## config.mk

```make
export PLATFORM = sky130hd
export DESIGN_NAME = stage_ic
export DESIGN_NICKNAME = d
export VERILOG_FILES = /design/src/rtl/stage_ic.sv
export SDC_FILE = /design/constraint.sdc
export NUM_CORES = 1
export LEC_CHECK = 0
export BUFFER_PORTS_ARGS = -buffer_cell sky130_fd_sc_hd__buf_4
export CAP_MARGIN = 20
export CORE_UTILIZATION = 58
export DETAILED_ROUTE_END_ITERATION = 16
export PLACE_DENSITY = 0.89
export SKIP_LAST_GASP = 1
export SYNTH_ARGS = -nofsm -noshare
export SYNTH_HDL_FRONTEND = slang
export SYNTH_SLANG_ARGS = --single-unit
```

## constraint.sdc

```tcl
create_clock -name clock -period 2.7 [get_ports clock]
set_input_delay 0.135 -clock clock [delete_from_list [all_inputs] [get_ports clock]]
set_output_delay 0.135 -clock clock [all_outputs]
set_load 0.005 [all_outputs]
```

## src/rtl/stage_ic.sv

```systemverilog
// Purpose: complete stage; buffers finished instructions from execute in an in-order FIFO and writes them back on CDB/ROB.
// Latency: one cycle from push to presentation; zero cycles with IC_BYPASS_EN when the buffer is empty and the CDB is granted.
// Backpressure: ic_ready = (count != DEPTH) and is independent of cdb_grant; outputs hold until cdb_grant pops the head.
//
// Optional feature macro: IC_BYPASS_EN (empty-buffer bypass from execute straight to CDB/ROB).
// Ports:
//   clock, reset_n                     clock, asynchronous active-low reset
//   ex_*  / ic_ready                   finished instruction from execute, accept indication
//   cdb_grant, flush                   arbiter grant for the head entry, mispredict squash
//   cdb_valid/tag/data                 tag/data wakeup and writeback broadcast
//   rob_cmpl_valid/idx, rob_take_branch, rob_target, rob_halt, rob_illegal   ROB completion
//   occupancy                          current entry count
module stage_ic #(
    parameter int XLEN  = 32,
    parameter int DEPTH = 4,
    parameter int TAG_W = 6,
    parameter int ROB_W = 5
) (
    input  logic                       clock,
    input  logic                       reset_n,
    input  logic                       ex_valid,
    input  logic [XLEN-1:0]            ex_result,
    input  logic [TAG_W-1:0]           ex_dest_tag,
    input  logic                       ex_dest_valid,
    input  logic [ROB_W-1:0]           ex_rob_idx,
    input  logic                       ex_take_branch,
    input  logic                       ex_halt,
    input  logic                       ex_illegal,
    output logic                       ic_ready,
    input  logic                       cdb_grant,
    input  logic                       flush,
    output logic                       cdb_valid,
    output logic [TAG_W-1:0]           cdb_tag,
    output logic [XLEN-1:0]            cdb_data,
    output logic                       rob_cmpl_valid,
    output logic [ROB_W-1:0]           rob_cmpl_idx,
    output logic                       rob_take_branch,
    output logic [XLEN-1:0]            rob_target,
    output logic                       rob_halt,
    output logic                       rob_illegal,
    output logic [$clog2(DEPTH+1)-1:0] occupancy
);

    localparam int PTR_W = $clog2(DEPTH);
    localparam int CNT_W = $clog2(DEPTH+1);

    typedef struct packed {
        logic [XLEN-1:0]  result;
        logic [TAG_W-1:0] dest_tag;
        logic             dest_valid;
        logic [ROB_W-1:0] rob_idx;
        logic             take_branch;
        logic             halt;
        logic             illegal;
    } entry_t;

    entry_t             mem_q   [DEPTH];
    entry_t             mem_d   [DEPTH];
    logic [DEPTH-1:0]   valid_q, valid_d;
    logic [PTR_W-1:0]   head_q, head_d;
    logic [PTR_W-1:0]   tail_q, tail_d;
    logic [CNT_W-1:0]   count_q, count_d;

    entry_t in_entry;
    entry_t out_entry;
    logic   out_vld;
    logic   empty;
    logic   byp_take;
    logic   push;
    logic   pop;

    assign in_entry = '{result:      ex_result,
                        dest_tag:    ex_dest_tag,
                        dest_valid:  ex_dest_valid,
                        rob_idx:     ex_rob_idx,
                        take_branch: ex_take_branch,
                        halt:        ex_halt,
                        illegal:     ex_illegal};

    assign empty    = (count_q == '0);
    // Ready only looks at the registered count, so grant never reaches ready combinationally.
    assign ic_ready = (count_q != CNT_W'(DEPTH));

`ifdef IC_BYPASS_EN
    // Empty buffer with a grant: execute result goes out this cycle and is never stored.
    assign byp_take = empty && ex_valid && cdb_grant && !flush;
`else
    assign byp_take = 1'b0;
`endif

    assign push = ex_valid && ic_ready && !flush && !byp_take;
    assign pop  = cdb_grant && !empty && !flush;

    // Next-state computation for storage, pointers and count.
    always_comb begin
        mem_d   = mem_q;
        valid_d = valid_q;
        head_d  = head_q;
        tail_d  = tail_q;
        count_d = count_q;
        if (flush) begin
            // Squash everything, including any same-cycle push or pop.
            valid_d = '0;
            head_d  = '0;
            tail_d  = '0;
            count_d = '0;
        end else begin
            if (push) begin
                mem_d[tail_d]   = in_entry;
                valid_d[tail_q] = 1'b1;
                tail_d          = tail_q + PTR_W'(1);
            end
            if (pop) begin
                // Clear only if the same slot is not being refilled this cycle (cannot
                // happen unless full, where push is blocked), kept explicit for clarity.
                if (!(push && (tail_q == head_q))) begin
                    valid_d[head_q] = 1'b0;
                end
                head_d = head_q + PTR_W'(1);
            end
            if (push && !pop) begin
                count_d = count_q + CNT_W'(1);
            end else if (pop && !push) begin
                count_d = count_q - CNT_W'(1);
            end
        end
    end

    // Head presentation; everything reads zero when nothing is presented.
    always_comb begin
        out_entry = '0;
        out_vld   = 1'b0;
        if (!empty && valid_q[head_q] && !flush) begin
            out_entry = mem_q[head_q];
            out_vld   = 1'b1;
        end
`ifdef IC_BYPASS_EN
        else if (empty && ex_valid && !flush) begin
            // Mirror execute while empty; without a grant the entry is also pushed.
            out_entry = in_entry;
            out_vld   = 1'b1;
        end
`endif
    end

    assign cdb_valid       = out_vld && out_entry.dest_valid && (out_entry.dest_tag != '0);
    assign cdb_tag         = out_entry.dest_tag;
    assign cdb_data        = out_entry.result;
    assign rob_cmpl_valid  = out_vld;
    assign rob_cmpl_idx    = out_entry.rob_idx;
    assign rob_take_branch = out_entry.take_branch;
    assign rob_target      = out_entry.result;
    assign rob_halt        = out_entry.halt;
    assign rob_illegal     = out_entry.illegal;
    assign occupancy       = count_q;

    always_ff @(posedge clock or negedge reset_n) begin
        if (!reset_n) begin
            for (int i = 0; i < DEPTH; i++) begin
                mem_q[i] <= '0;
            end
            valid_q <= '0;
            head_q  <= '0;
            tail_q  <= '0;
            count_q <= '0;
        end else begin
            for (int i = 0; i < DEPTH; i++) begin
                mem_q[i] <= mem_d[i];
            end
            valid_q <= valid_d;
            head_q  <= head_d;
            tail_q  <= tail_d;
            count_q <= count_d;
        end
    end

endmodule

```

=== Yosys cells after proc, flatten, opt, wreduce, memory -nomap -nowiden ===
Index checks and enable logic that the tools add are counted.

* Register bits after elaboration: 199
* Bits in latches: 0
* Memory bits (writable): 0
* Memory bits (read-only): 0
* Bits of input ports: 52
* Output and inout bits: 84
* Memories kept: 0

* $add $sub $neg: 4
* Multipliers: 0
* Div/mod/pow operators: 0
* Order comparisons: 7
* Equality and inequality tests: 2
* Shift operators: 0
* Multiplexer cells: 26
* Bitwise operators: 6
* Reduce and logical (&&, ||, !) cells: 24

{| class="wikitable"
|+ Operators by type and width
! cell !! number
|-
| $bwmux W188 || 1
|-
| $mux W47 || 4
|-
| $bmux W47 S2 || 1
|-
| $demux W47 S2 || 1
|-
| $mux W4 || 5
|-
| $logic_and A1 B1 Y1 || 14
|-
| $mux W3 || 3
|-
| $mux W2 || 4
|-
| $ge A3 B3 Y1 const B || 2
|-
| $lt A2 B3 Y1 const B || 2
|-
| $not A2 Y3 || 2
|-
| $reduce_bool A6 Y1 || 1
|-
| $add A2 B1 Y2 const B || 2
|-
| $and A4 B4 Y4 || 1
|-
| $demux W1 S2 || 2
|-
| $ge A2 B1 Y1 const B || 2
|-
| $logic_not A1 Y1 || 4
|-
| $mux W1 || 4
|-
| $not A4 Y4 || 1
|-
| $or A4 B4 Y4 || 1
|-
| $reduce_bool A2 Y1 || 2
|-
| $add A3 B1 Y3 const B || 1
|-
| $logic_not A3 Y1 || 1
|-
| $lt A3 B1 Y1 const B || 1
|-
| other kinds (7) || 7
|}

=== Longest topological paths before layout ===
Gate-level depths: netlist of the first run.

* Depth in word-level cells: 11
* Mapped depth: 10
* Gate-level depth less buffers: 8

=== Worst setup path before layout of the first run ===
No wires, ideal clock.

* Path type: reg2reg
* From: register count_q[1] (netlist: occupancy[1])
* To: register count_q[2] (netlist: occupancy[2])
* Setup time: 94 ps
* Arrival: 2192 ps
* Slack: 414 ps
* Cell stages (with the launch flop): 11
* Path buffers: 2
* Cell sequence: dfrtp_1 > clkbuf_2 > or3b_1 > buf_4 > nor3b_4 > and2_1 > fa_1 > nand2_1 > xnor2_1 > nor2_1 > a211oi_1

* Elaborated cells on any way between the ends: 17

{| class="wikitable"
|+ RTL lines
! what !! RTL line !! RTL
|-
| from (decl) || 62 || <nowiki>logic [CNT_W-1:0] count_q, count_d;</nowiki>
|-
| from (signal assigned) || 173 || <nowiki>count_q <= count_d;</nowiki>
|-
| $ne A3 B3 Y1 * || 82 || <nowiki>assign ic_ready = (count_q != CNT_W'(DEPTH));</nowiki>
|-
| net ic_ready || 29 || <nowiki>output logic ic_ready,</nowiki>
|-
| $logic_and A1 B1 Y1 * (2 in series) || 91 || <nowiki>assign push = ex_valid && ic_ready && !flush && !byp_take;</nowiki>
|-
| $logic_and A1 B1 Y1 or $logic_not A1 Y1 (tied branches) || 121, 123 ||
|-
| $mux W3 or $logic_and A1 B1 Y1 (tied branches) || 121, 123 ||
|-
| $mux W3 or $reduce_bool A3 Y1 (tied branches) || -- ||
|}

The timed path passes the listed nets; every way through them passes the cells marked *. The select of a mux whose other input is x is not followed.
A chain may end at the register's enable or synchronous reset.

=== Worst setup path after layout of the first run ===
* From: register head_q[0]
* To: output cdb_valid

* Cells in the longest elaborated chain, start to end: 7
* Elaborated cells on any way between the ends: 13

{| class="wikitable"
|+ Ends and longest elaborated chain
! what !! RTL line !! RTL
|-
| from (decl) || 60 || <nowiki>logic [PTR_W-1:0] head_q, head_d;</nowiki>
|-
| from (signal assigned) || 163 || <nowiki>head_q <= '0;</nowiki>
|-
| from (signal assigned) || 171 || <nowiki>head_q <= head_d;</nowiki>
|-
| $not A2 Y3 (implied by the code) or $bmux W1 S2 (tied branches) || 134, 133 ||
|-
| $bmux W47 S2 or $mux W1 (tied branches) || 134, 133 ||
|-
| $mux W47 (implied by the code) or $logic_and A1 B1 Y1 (tied branches) (2 in series) || 134, 133 ||
|-
| $mux W47 or $mux W1 (tied branches) || 133 || <nowiki>if (!empty && valid_q[head_q] && !flush) begin</nowiki>
|-
| $reduce_bool A6 Y1 or $logic_and A1 B1 Y1 (tied branches) || 146 || <nowiki>assign cdb_valid = out_vld && out_entry.dest_valid && (out_entry.dest_tag != '0);</nowiki>
|-
| $logic_and A1 B1 Y1 * || 146 ||
|-
| to (decl) || 32 || <nowiki>output logic cdb_valid,</nowiki>
|}

Every way passes the cells marked *; elsewhere a longest branch is shown, timed or not. The select of a mux whose other input is x is not followed.

==> reports/metrics.yaml, run 1 <==
fin_cells: 1011
ys_seq_elements: 199
cp.required_ns: 2.57
fin_crit_sh: 0.994
post_drt_wl_per_cell_microns: 21.6
report.final.slew_viol_count: 0
crit_type: "reg2out"
worstHoldPathType: "in2reg"
pin_count: 136
netlist_instances: 634
drive_gt1_frac: 0.542
initial_core_util: 0.604
clkPwrFrac: 0.232
critPathBufInv: 1
p_per_area_nw_per_um2: 911
fmax_mhz: 373
netlist_area_sq_um: 9730
cts_buffers: 17
syn_to_final_growth_pct: 21.5
h-tree-depth: 4
hpwl_microns: 13800
cp_slowest_stage_delay_ns: 0.60
drtPass1Iterations: 4
antenna_cells: 0
drt_first_iter_violations: 336
run_status: "complete, no violations"
fp.dieArea_sq_um: 17300
grt_pass1_vias: 6691
final_area_sq_um: 11800
skew_ns: 0.0119
clock_latency_ns: 0.44
clockBufferDepth: 2
crit_fanout: 9
die_w_microns: 132
syn_nets: 695
power_switching_mw: 3.04
grt-ovfl-total: 0
die-height_microns: 132
irDropWorstVdd_mv: 0.569
netlist_top_cells_count: "199 x dfrtp_1, 131 x mux2_2, 54 x mux2_4"
synth_most_common_cell: "dfrtp_1"
cts.sinks: 199
cts.clk_slew.worst_paths_ns: 0.07
yosysTopAreaCellShare: 0.512
comb_power_share: 0.318
leakage_nw: 5.76
synth_area_leaders: "dfrtp_1 51%, mux2_2 15%, mux4_2 11%, mux2_4 8.3%, and3_1 3.0%"
worst_setup_path_start_kind: "flip-flop"
switching_share: 0.282
critPathLaunch: "head_q[0]"
fin_crit_ns: 2.68
avgSynthCellArea_sq_um: 15.3
core_area_sq_um: 16100
rsz0062_at_grt: "true"
yosys_warnings: 0
placedCellCount: 925
grt_pass1_wl_microns: 36100
synth_area_leader_cell: "dfrtp_1"
grt_max_degree: 81
relSlewSlack: 0.511
slowest_stage: "or4_1"
hold_viol_final: 0
cts_tree: "yes"
antenna_left: 0
hold_slack_ns: 0.0589
worst_pin_slew_ns: 0.732
antenna_found_initial: 0
final_nets: 843
dominantRegCellSynth: "dfrtp_1"
async_flop_share: 1.00
critPathCaptureType: "primary output"
vias_per_cell: 5.86
post_dp_cell_area_sq_um: 10700
crit_arrival_ns: 2.55
drc_errors: 0
timing.rr.start: "occupancy[2]"
fill_cells: 1010
gp_congestion: 0.832
setup_viol: 0
synth_cell_types: 38
crit_family: "simple AND/OR/NAND/NOR gates"
grt_use_total: 0.271
min_from: "cdb_grant"
vias: 5923
path_cells: "mux4_2 > or4_1 > nor3_2 > nor3b_1 > buf_4"
num_rows: 46
port_buffers: 135
cts_root_buf: "clkbuf_16"
routed_wl_microns: 21800
p_seq_frac: 0.450
power.internal_mw: 7.73
ys_seq_area_frac: 0.512
drv_cap: 0
synth-edff-count: 0
path summary, 6_finish.rpt:
check                          endpoint  slack [ns]  cells past startpoint
min in group asynchronous     mem_q[20]        0.30                      2
max reg2reg                occupancy[2]        0.28                      8
min reg2reg                   mem_q[73]        0.50                      1
max                           cdb_valid        0.02                      5
max in group asynchronous    mem_q[154]        1.54                      3
min                        occupancy[0]        0.06                      4
per-layer routing:
layer	vias to the layer above	track usage	part of all wire
met5	-	0	0
met4	0	0.0917	0.014
met3	29	0.0509	0.042
met2	188	0.463	0.52
met1	3129	0.348	0.42
li1	2577	-	-
cell usage in the layout (no fill, tap or decap), types with 2 or more instances in the layout:
cell / n
dlygate4sd3_1: 50
a21oi_1: 4
buf_4: 149
buf_12: 6
inv_1: 9
mux2i_1: 2
nand2_2: 4
mux4_2: 48
clkbuf_16: 17
ha_1: 8
clkbuf_8: 2
bufinv_16: 2
nand2b_1: 4
nand2_1: 5
mux2_1: 3
nor3_1: 4
mux2_2: 131
clkbuf_1: 2
xnor2_1: 6
dfrtp_1: 197
clkinvlp_4: 4
clkinv_2: 4
nor2_1: 6
and3_1: 47
buf_6: 2
a22oi_1: 4
mux2_4: 54
stage by stage:
stage | utilization | setup TNS, ns | power (mW) | setup WS [ns]
final | 0.734 | 0 | 10.8 | 0.0168
after global routing | 0.734 | -0.000857 | 11.3 | -0.000857
after CTS | 0.733 | 0 | 10.8 | 0.0496
after detailed placement | 0.664 | 0 | 8.16 | 0.307
after global placement | 0.664 | 0 | 7.85 | 0.368
after floorplan | - | 0 | 7.18 | 0.414
power by group through the flow:
stage	Sequential [mW]	Clock [mW]	Combinational [mW]
2_1_floorplan	4.58	0	2.60
3_3_place_gp	4.72	0	3.12
3_5_place_dp	4.88	0	3.28
4_1_cts	4.83	2.52	3.43
5_1_grt	4.98	2.65	3.67
6_report	4.85	2.50	3.42
what timing repair did:
action	in CTS	in global routing
hold buffers	50	0
endpoints found under the setup margin	11	12
hold endpoints to repair	269	0
resized for setup	1	2
setup buffers	4	0
logic make-up (layout without fill, tap and decap cells):
family / count (synthesis) / in the layout / share of synthesized area
adder cells (fa/ha/maj): 9 / 9 / 0.0123
multiplexers: 238 / 238 / 0.352
XOR/XNOR: 6 / 6 / 0.00540
buffers and inverters: 88 / 249 / 0.0593
AO/OA/AOI/OAI: 16 / 16 / 0.0113
flip-flops: 199 / 199 / 0.512
AND/OR/NAND/NOR: 78 / 78 / 0.0481
registers in the layout (all words and copies together) (netlist names):
signal	cells
head_q	2
mem_q	188
occupancy	3
tail_q	2
valid_q	4
worst reg2reg max path: stages (launching register included):
cell and delay, ns:
dfrtp_1 0.51, or3b_1 0.48, nor3b_4 0.23, and2_1 0.18, fa_1 0.42, nand2_1 0.11, xnor2_1 0.11, nor2_1 0.07
a211oi_1 0.22
final cells by class:
class / count / area, sq um / share of cell area
clock buffer: 20 / 447 / 0.0378
clock inverter: 12 / 128 / 0.0108
inverter: 9 / 33.8 / 0.00286
multi-input combinational: 347 / 4180 / 0.354
sequential: 199 / 4980 / 0.422
tap: 216 / 270 / 0.0229
timing repair buffer: 208 / 1780 / 0.150
Note: power is estimated with default switching activity, not from simulation.
==> run 2, diff against run 1 <==
==> config.mk (replaced) <==
export PLATFORM = sky130hd
export DESIGN_NAME = stage_ic
export DESIGN_NICKNAME = d
export VERILOG_FILES = /design/src/rtl/stage_ic.sv
export SDC_FILE = /design/constraint.sdc
export NUM_CORES = 1
export LEC_CHECK = 0
export CAP_MARGIN = 20
export CORE_UTILIZATION = 59
export DETAILED_ROUTE_END_ITERATION = 16
export DONT_BUFFER_PORTS = 1
export HOLD_SLACK_MARGIN = 0.08
export PLACE_DENSITY = 0.83
export SKIP_LAST_GASP = 1
export SYNTH_ARGS = -nofsm -noshare
export SYNTH_HDL_FRONTEND = slang
export SYNTH_SLANG_ARGS = --single-unit
==> reports/metrics.yaml, run 2 (synthesis gave the netlist of run 1 again) <==
wl_met2_microns: 10500  # -8.1%
drc_errors: 0  # unchanged
critPathCaptureType: "primary output"
holdBufCountCts: 50  # unchanged
syn_to_final_growth_pct: 11.2
antenna_found_initial: 0  # unchanged
hold_slack_ns: -0.596  # -0.655 ns
drtPass1Iterations: 4  # unchanged
cts_buffers: 17  # unchanged
wl_met3_microns: 978  # +6.4%
fp.dieArea_sq_um: 17000  # -1.7%
layout_commonest_cell: "dfrtp_1"
fin_cells: 869  # -14%
setup_viol: 0  # unchanged
hpwl_microns: 12200  # -12%
grt_pass1_vias: 5988  # -11%
fin_crit_sh: 0.954  # -0.0399
violations: "negative hold slack"
cts_tree: "yes"
drv_cap: 0  # unchanged
worstHoldPathType: "in2async"
clock_latency_ns: 0.42  # -0.02 ns
cts_root_buf: "clkbuf_16"
crit_arrival_ns: 2.44  # -0.11 ns
h-tree-depth: 4  # unchanged
routed_wl_microns: 20200  # -7.5%
crit_fanout: 6  # -3
cts.sinks: 199  # unchanged
worst_setup_path_start_kind: "flip-flop"
antenna_left: 0  # unchanged
worst_pin_slew_ns: 0.703  # -0.0284 ns
cp.required_ns: 2.57  # about the same
cp_slowest_stage_delay_ns: 0.59  # about the same
placedCellCount: 787  # -15%
grt_use_total: 0.255  # -0.0162
postCtsSetupRepairBufs: 0  # -4
met1Wirelength_microns: 8440  # -8.2%
final_nets: 701  # -17%
drive_gt1_frac: 0.444  # -0.0980
largest_reg_flops: 188  # unchanged
cts.clk_slew.worst_paths_ns: 0.07  # about the same
most-common-layout-cells: "197 x dfrtp_1, 131 x mux2_2, 54 x mux2_4"
largest_register: "mem_q"
vias: 5336  # -9.9%
run_status: "finished with violations"
rsz0062_at_grt: "true"
leakage_nw: 5.05  # -12%
p_per_area_nw_per_um2: 977  # +7.2%
die-height_microns: 130  # -0.84%
hold_viol_final: 199  # +199
slowest_stage: "or4_1"
post_drt_wl_per_cell_microns: 23.3  # +7.6%
grt_pass1_wl_microns: 32200  # -11%
drt_first_iter_violations: 252  # -25%
path_cells: "mux4_2 > or4_1 > nor3_1 > nor3b_1"
irDropWorstVdd_mv: 0.675  # +19%
num_rows: 46  # unchanged
grt-ovfl-total: 0  # unchanged
vias_per_cell: 6.14  # +4.8%
report.final.slew_viol_count: 0  # unchanged
relSlewSlack: 0.528  # +0.0169
grt_max_degree: 200  # +150%
power_mw: 10.6  # -2.0%
core_area_sq_um: 16000  # -0.71%
timing.final.ws_setup_ns: 0.124  # +0.108 ns
top_layer_used: "met4"
antenna_cells: 0  # unchanged
fmax_mhz: 388  # +4.2%
initial_core_util: 0.608  # +0.00434
dp_slack_ns: 0.301  # -0.00609 ns
gp_congestion: 0.769  # -7.5%
clockBufferDepth: 2  # unchanged
crit_type: "reg2out"
skew_ns: 0.00652  # -0.00536 ns
pin_count: 136  # unchanged
port_buffers: 0  # -100%
fin_crit_ns: 2.58  # -0.108 ns
die_w_microns: 130  # -0.84%
[run 2: changes by cell type in the layout (fill, tap and decap cells not counted), moves of 2 or more]
cell	before	now
clkinv_2	4	1
clkbuf_1	2	0
clkbuf_8	2	0
buf_4	149	8
buf_6	2	0
inv_8	0	3
inv_6	1	3
[run 2: per-stage QoR]
step | cell area (sq um) | utilization | setup TNS, ns
after global placement | 9690 | 0.605 | 0
after global routing | 10800 | 0.676 | -0.0196
after CTS | 10800 | 0.675 | 0
after floorplan | 9730 | - | 0
after detailed placement | 9690 | 0.605 | 0
final | 10800 | 0.676 | 0
[run 2: path summary, 6_finish.rpt]
path	startpoint	endpoint	slack [ns]	cells after the start
setup / recovery	head_q[0]	cdb_valid	0.12	4
hold / removal	reset_n	mem_q[33]	-0.60	0
setup reg to reg	occupancy[1]	occupancy[2]	0.26	8
hold reg to reg	mem_q[138]	mem_q[138]	0.50	1
max in group asynchronous	reset_n	mem_q[111]	3.09	0
min in group clock	ex_valid	occupancy[0]	0.10	4
[run 2: critical path: cells and delay by family, from the launching register on]
family	cells	cell delay, ns
mux	1	0.53
simple gates	3	0.96
flops	1	0.52
[run 2: cell type report]
| class | instances | area [sq um] |
|---|---|---|
| inverters | 9 | 33.8 |
| repair buffers | 66 | 728 |
| multi-input cells | 347 | 4180 |
| flip-flops and latches | 199 | 4980 |
| fillers | 1118 | 5190 |
| clock buffers | 17 | 425 |
| well taps | 216 | 270 |
| clock inverters | 15 | 193 |
[run 2: per-layer routing]
layer	vias to the layer above	GRT usage
met1	2884	0.320
met2	133	0.441
li1	2292	-
met3	27	0.0647
met5	-	0
met4	0	0.0696
[run 2: repair_timing]
item / in CTS / in global routing
hold endpoints to repair: 398 / 199
gates resized for setup: 0 / 1
endpoints found under the setup margin: 0 / 61
[run 2: power by group]
part / internal [mW] / total (mW) / leakage, nW / switching (mW)
clock: 1.48 / 2.66 / 0.288 / 1.17
combinational: 1.99 / 3.08 / 2.25 / 1.09
sequential: 4.16 / 4.82 / 2.51 / 0.659
==> run 3, diff against run 2 <==
==> constraint.sdc (replaced) <==
create_clock -name clock -period 2.4 [get_ports clock]
set_input_delay 0.12 -clock clock [delete_from_list [all_inputs] [get_ports clock]]
set_output_delay 0.12 -clock clock [all_outputs]
set_load 0.005 [all_outputs]
==> reports/metrics.yaml, run 3 (synthesis gave the netlist of run 1 again) <==
run_status: "finished with violations"
violations: "negative hold slack, negative setup slack"
syn_to_final_growth_pct: 12.8
grt_max_degree: 200  # unchanged
fill_cells: 1085  # -3.0%
antenna_found_initial: 0  # unchanged
timing.final.ws_setup_ns: -0.0665  # -0.191 ns
antenna_left: 0  # unchanged
grt_use_total: 0.256  # +0.00152
timing.rr.start: "occupancy[0]"
initial_core_util: 0.608  # unchanged
h-tree-depth: 4  # unchanged
seqCellArea_sq_um: 4980  # unchanged
die_w_microns: 130  # unchanged
gp_congestion: 0.783  # +1.7%
cts.sinks: 199  # unchanged
largest_register: "mem_q"
drv_cap: 0  # unchanged
holdBufCountCts: 51  # +2.0%
leakage_nw: 5.14  # +1.9%
critPathLaunch: "head_q[0]"
routed_wl_microns: 20700  # +2.5%
drt_first_iter_violations: 374  # +48%
fin_crit_sh: 1.03
setup_viol: 1  # +1
hold_viol_final: 199  # unchanged
cts.clk_slew.worst_paths_ns: 0.07  # about the same
cp.required_ns: 2.28  # -0.29 ns
dp_slack_ns: 0.172  # -0.129 ns
top_layer_used: "met4"
fp.dieArea_sq_um: 17000  # unchanged
vias_per_cell: 6.08  # -0.98%
drc_errors: 0  # unchanged
r2r_cells: 8  # unchanged
grt-ovfl-total: 0  # unchanged
multiInputGateArea_sq_um: 4210  # +0.63%
ff2ff_setup_slack_ns: 0.13  # -0.13 ns
die-height_microns: 130  # unchanged
cp_slowest_stage_delay_ns: 0.56  # -0.03 ns
cts_buffers: 17  # unchanged
grt_pass1_wl_microns: 32500  # +0.64%
worst_pin_slew_ns: 0.716  # +0.0129 ns
drive_gt1_frac: 0.460  # +0.0163
path_cells: "mux4_2 > or4_4 > nor3_2 > nor3b_1 > buf_4"
num_rows: 46  # unchanged
wl_met3_microns: 904  # -7.6%
antenna_cells: 0  # unchanged
port_buffers: 0  # unchanged
fin_crit_ns: 2.47
slowest_stage: "or4_4"
relSlewSlack: 0.521  # -0.00659
worst_setup_path_start_kind: "flip-flop"
hold_slack_ns: -0.613  # -0.0175 ns
clock_latency_ns: 0.43  # about the same
core_area_sq_um: 16000  # unchanged
report.final.slew_viol_count: 0  # unchanged
largest_reg_flops: 188  # unchanged
rsz0062_at_grt: "true"
wl_met2_microns: 10600  # +0.89%
skew_ns: 0.00799  # +0.00147 ns
worstHoldPathType: "in2async"
pin_count: 136  # unchanged
vias: 5381  # +0.84%
final_nets: 717  # +2.3%
clockBufferDepth: 2  # unchanged
most-common-layout-cells: "197 x dfrtp_1, 131 x mux2_2, 54 x mux2_4"
fmax_mhz: 405
critPathCaptureType: "primary output"
crit_type: "reg2out"
drtPass1Iterations: 5  # +1
met1Wirelength_microns: 8970  # +6.3%
layout_commonest_cell: "dfrtp_1"
irDropWorstVdd_mv: 0.695  # +3.0%
hpwl_microns: 12000  # -1.6%
post_drt_wl_per_cell_microns: 23.4  # +0.63%
cts_root_buf: "clkbuf_16"
crit_fanout: 8  # +2
grt_pass1_vias: 5995  # +0.12%
crit_arrival_ns: 2.35  # -0.09 ns
cts_tree: "yes"
rr_endpoint: "occupancy[2]"
p_per_area_nw_per_um2: 1100  # +12%
## run 3: changes by cell type in the layout (fill, tap and decap cells not counted), sizes merged
cell	previous run	this run
buf	16	29
clkbuf	17	22
clkinv	1	4
clkinvlp	5	2
inv	15	12
bufinv	3	2
dlygate4sd3	50	51
nor2	7	8
## run 3: worst max-delay path by stage
stage	to	slack (ns)	cells after the start
after floorplan	occupancy[2]	0.11	10
after global placement	cdb_valid	0.32	5
after detailed placement	occupancy[2]	0.17	8
after CTS	cdb_valid	-0.12	5
after global routing	cdb_valid	-0.17	5
final	cdb_valid	-0.07	5
## run 3: worst max-delay path: cells and delay by family, from the launching register on
family / cells / cell delay [ns]
AND/OR/NAND/NOR: 3 / 0.75
multiplexers: 1 / 0.53
flip-flops: 1 / 0.50
buffers and inverters: 1 / 0.14
## run 3: through the flow
stage / std cells / utilization / cell area [sq um] / setup TNS (ns) / total power, mW
final: 885 / 0.686 / 11000 / -0.0665 / 12.0
after global placement: 790 / 0.605 / 9670 / 0 / 8.49
after detailed placement: 790 / 0.605 / 9670 / 0 / 8.81
after CTS: 875 / 0.678 / 10900 / -0.423 / 11.9
after global routing: 885 / 0.686 / 11000 / -0.181 / 12.7
after floorplan: 634 / - / 9730 / 0 / 8.08
## run 3: layer usage
layer | track usage | vias to the layer above
met5 | 0 | -
met4 | 0.0656 | 0
met3 | 0.0615 | 17
met2 | 0.435 | 118
met1 | 0.334 | 2922
li1 | - | 2324
## run 3: layout make-up
type,instances,share of cell area
clock buffer,21,0.0429
tap,216,0.0246
timing repair buffer,81,0.0787
clock inverter,11,0.0129
inverter,9,0.00308
sequential,199,0.454
multi-input combinational,348,0.383
## run 3: power by group
group / internal (mW) / switching [mW]
logic: 2.37 / 1.34
registers: 4.68 / 0.716
clock network: 1.65 / 1.29
## run 3: timing repair
item                                    in CTS  in global routing
gates cloned                                 1                  2
endpoints found under the setup margin      79                 80
endpoints found under the hold margin      398                199
pin swaps                                    0                  1
buffers inserted                             1                  8
gates resized for setup                      4                  9
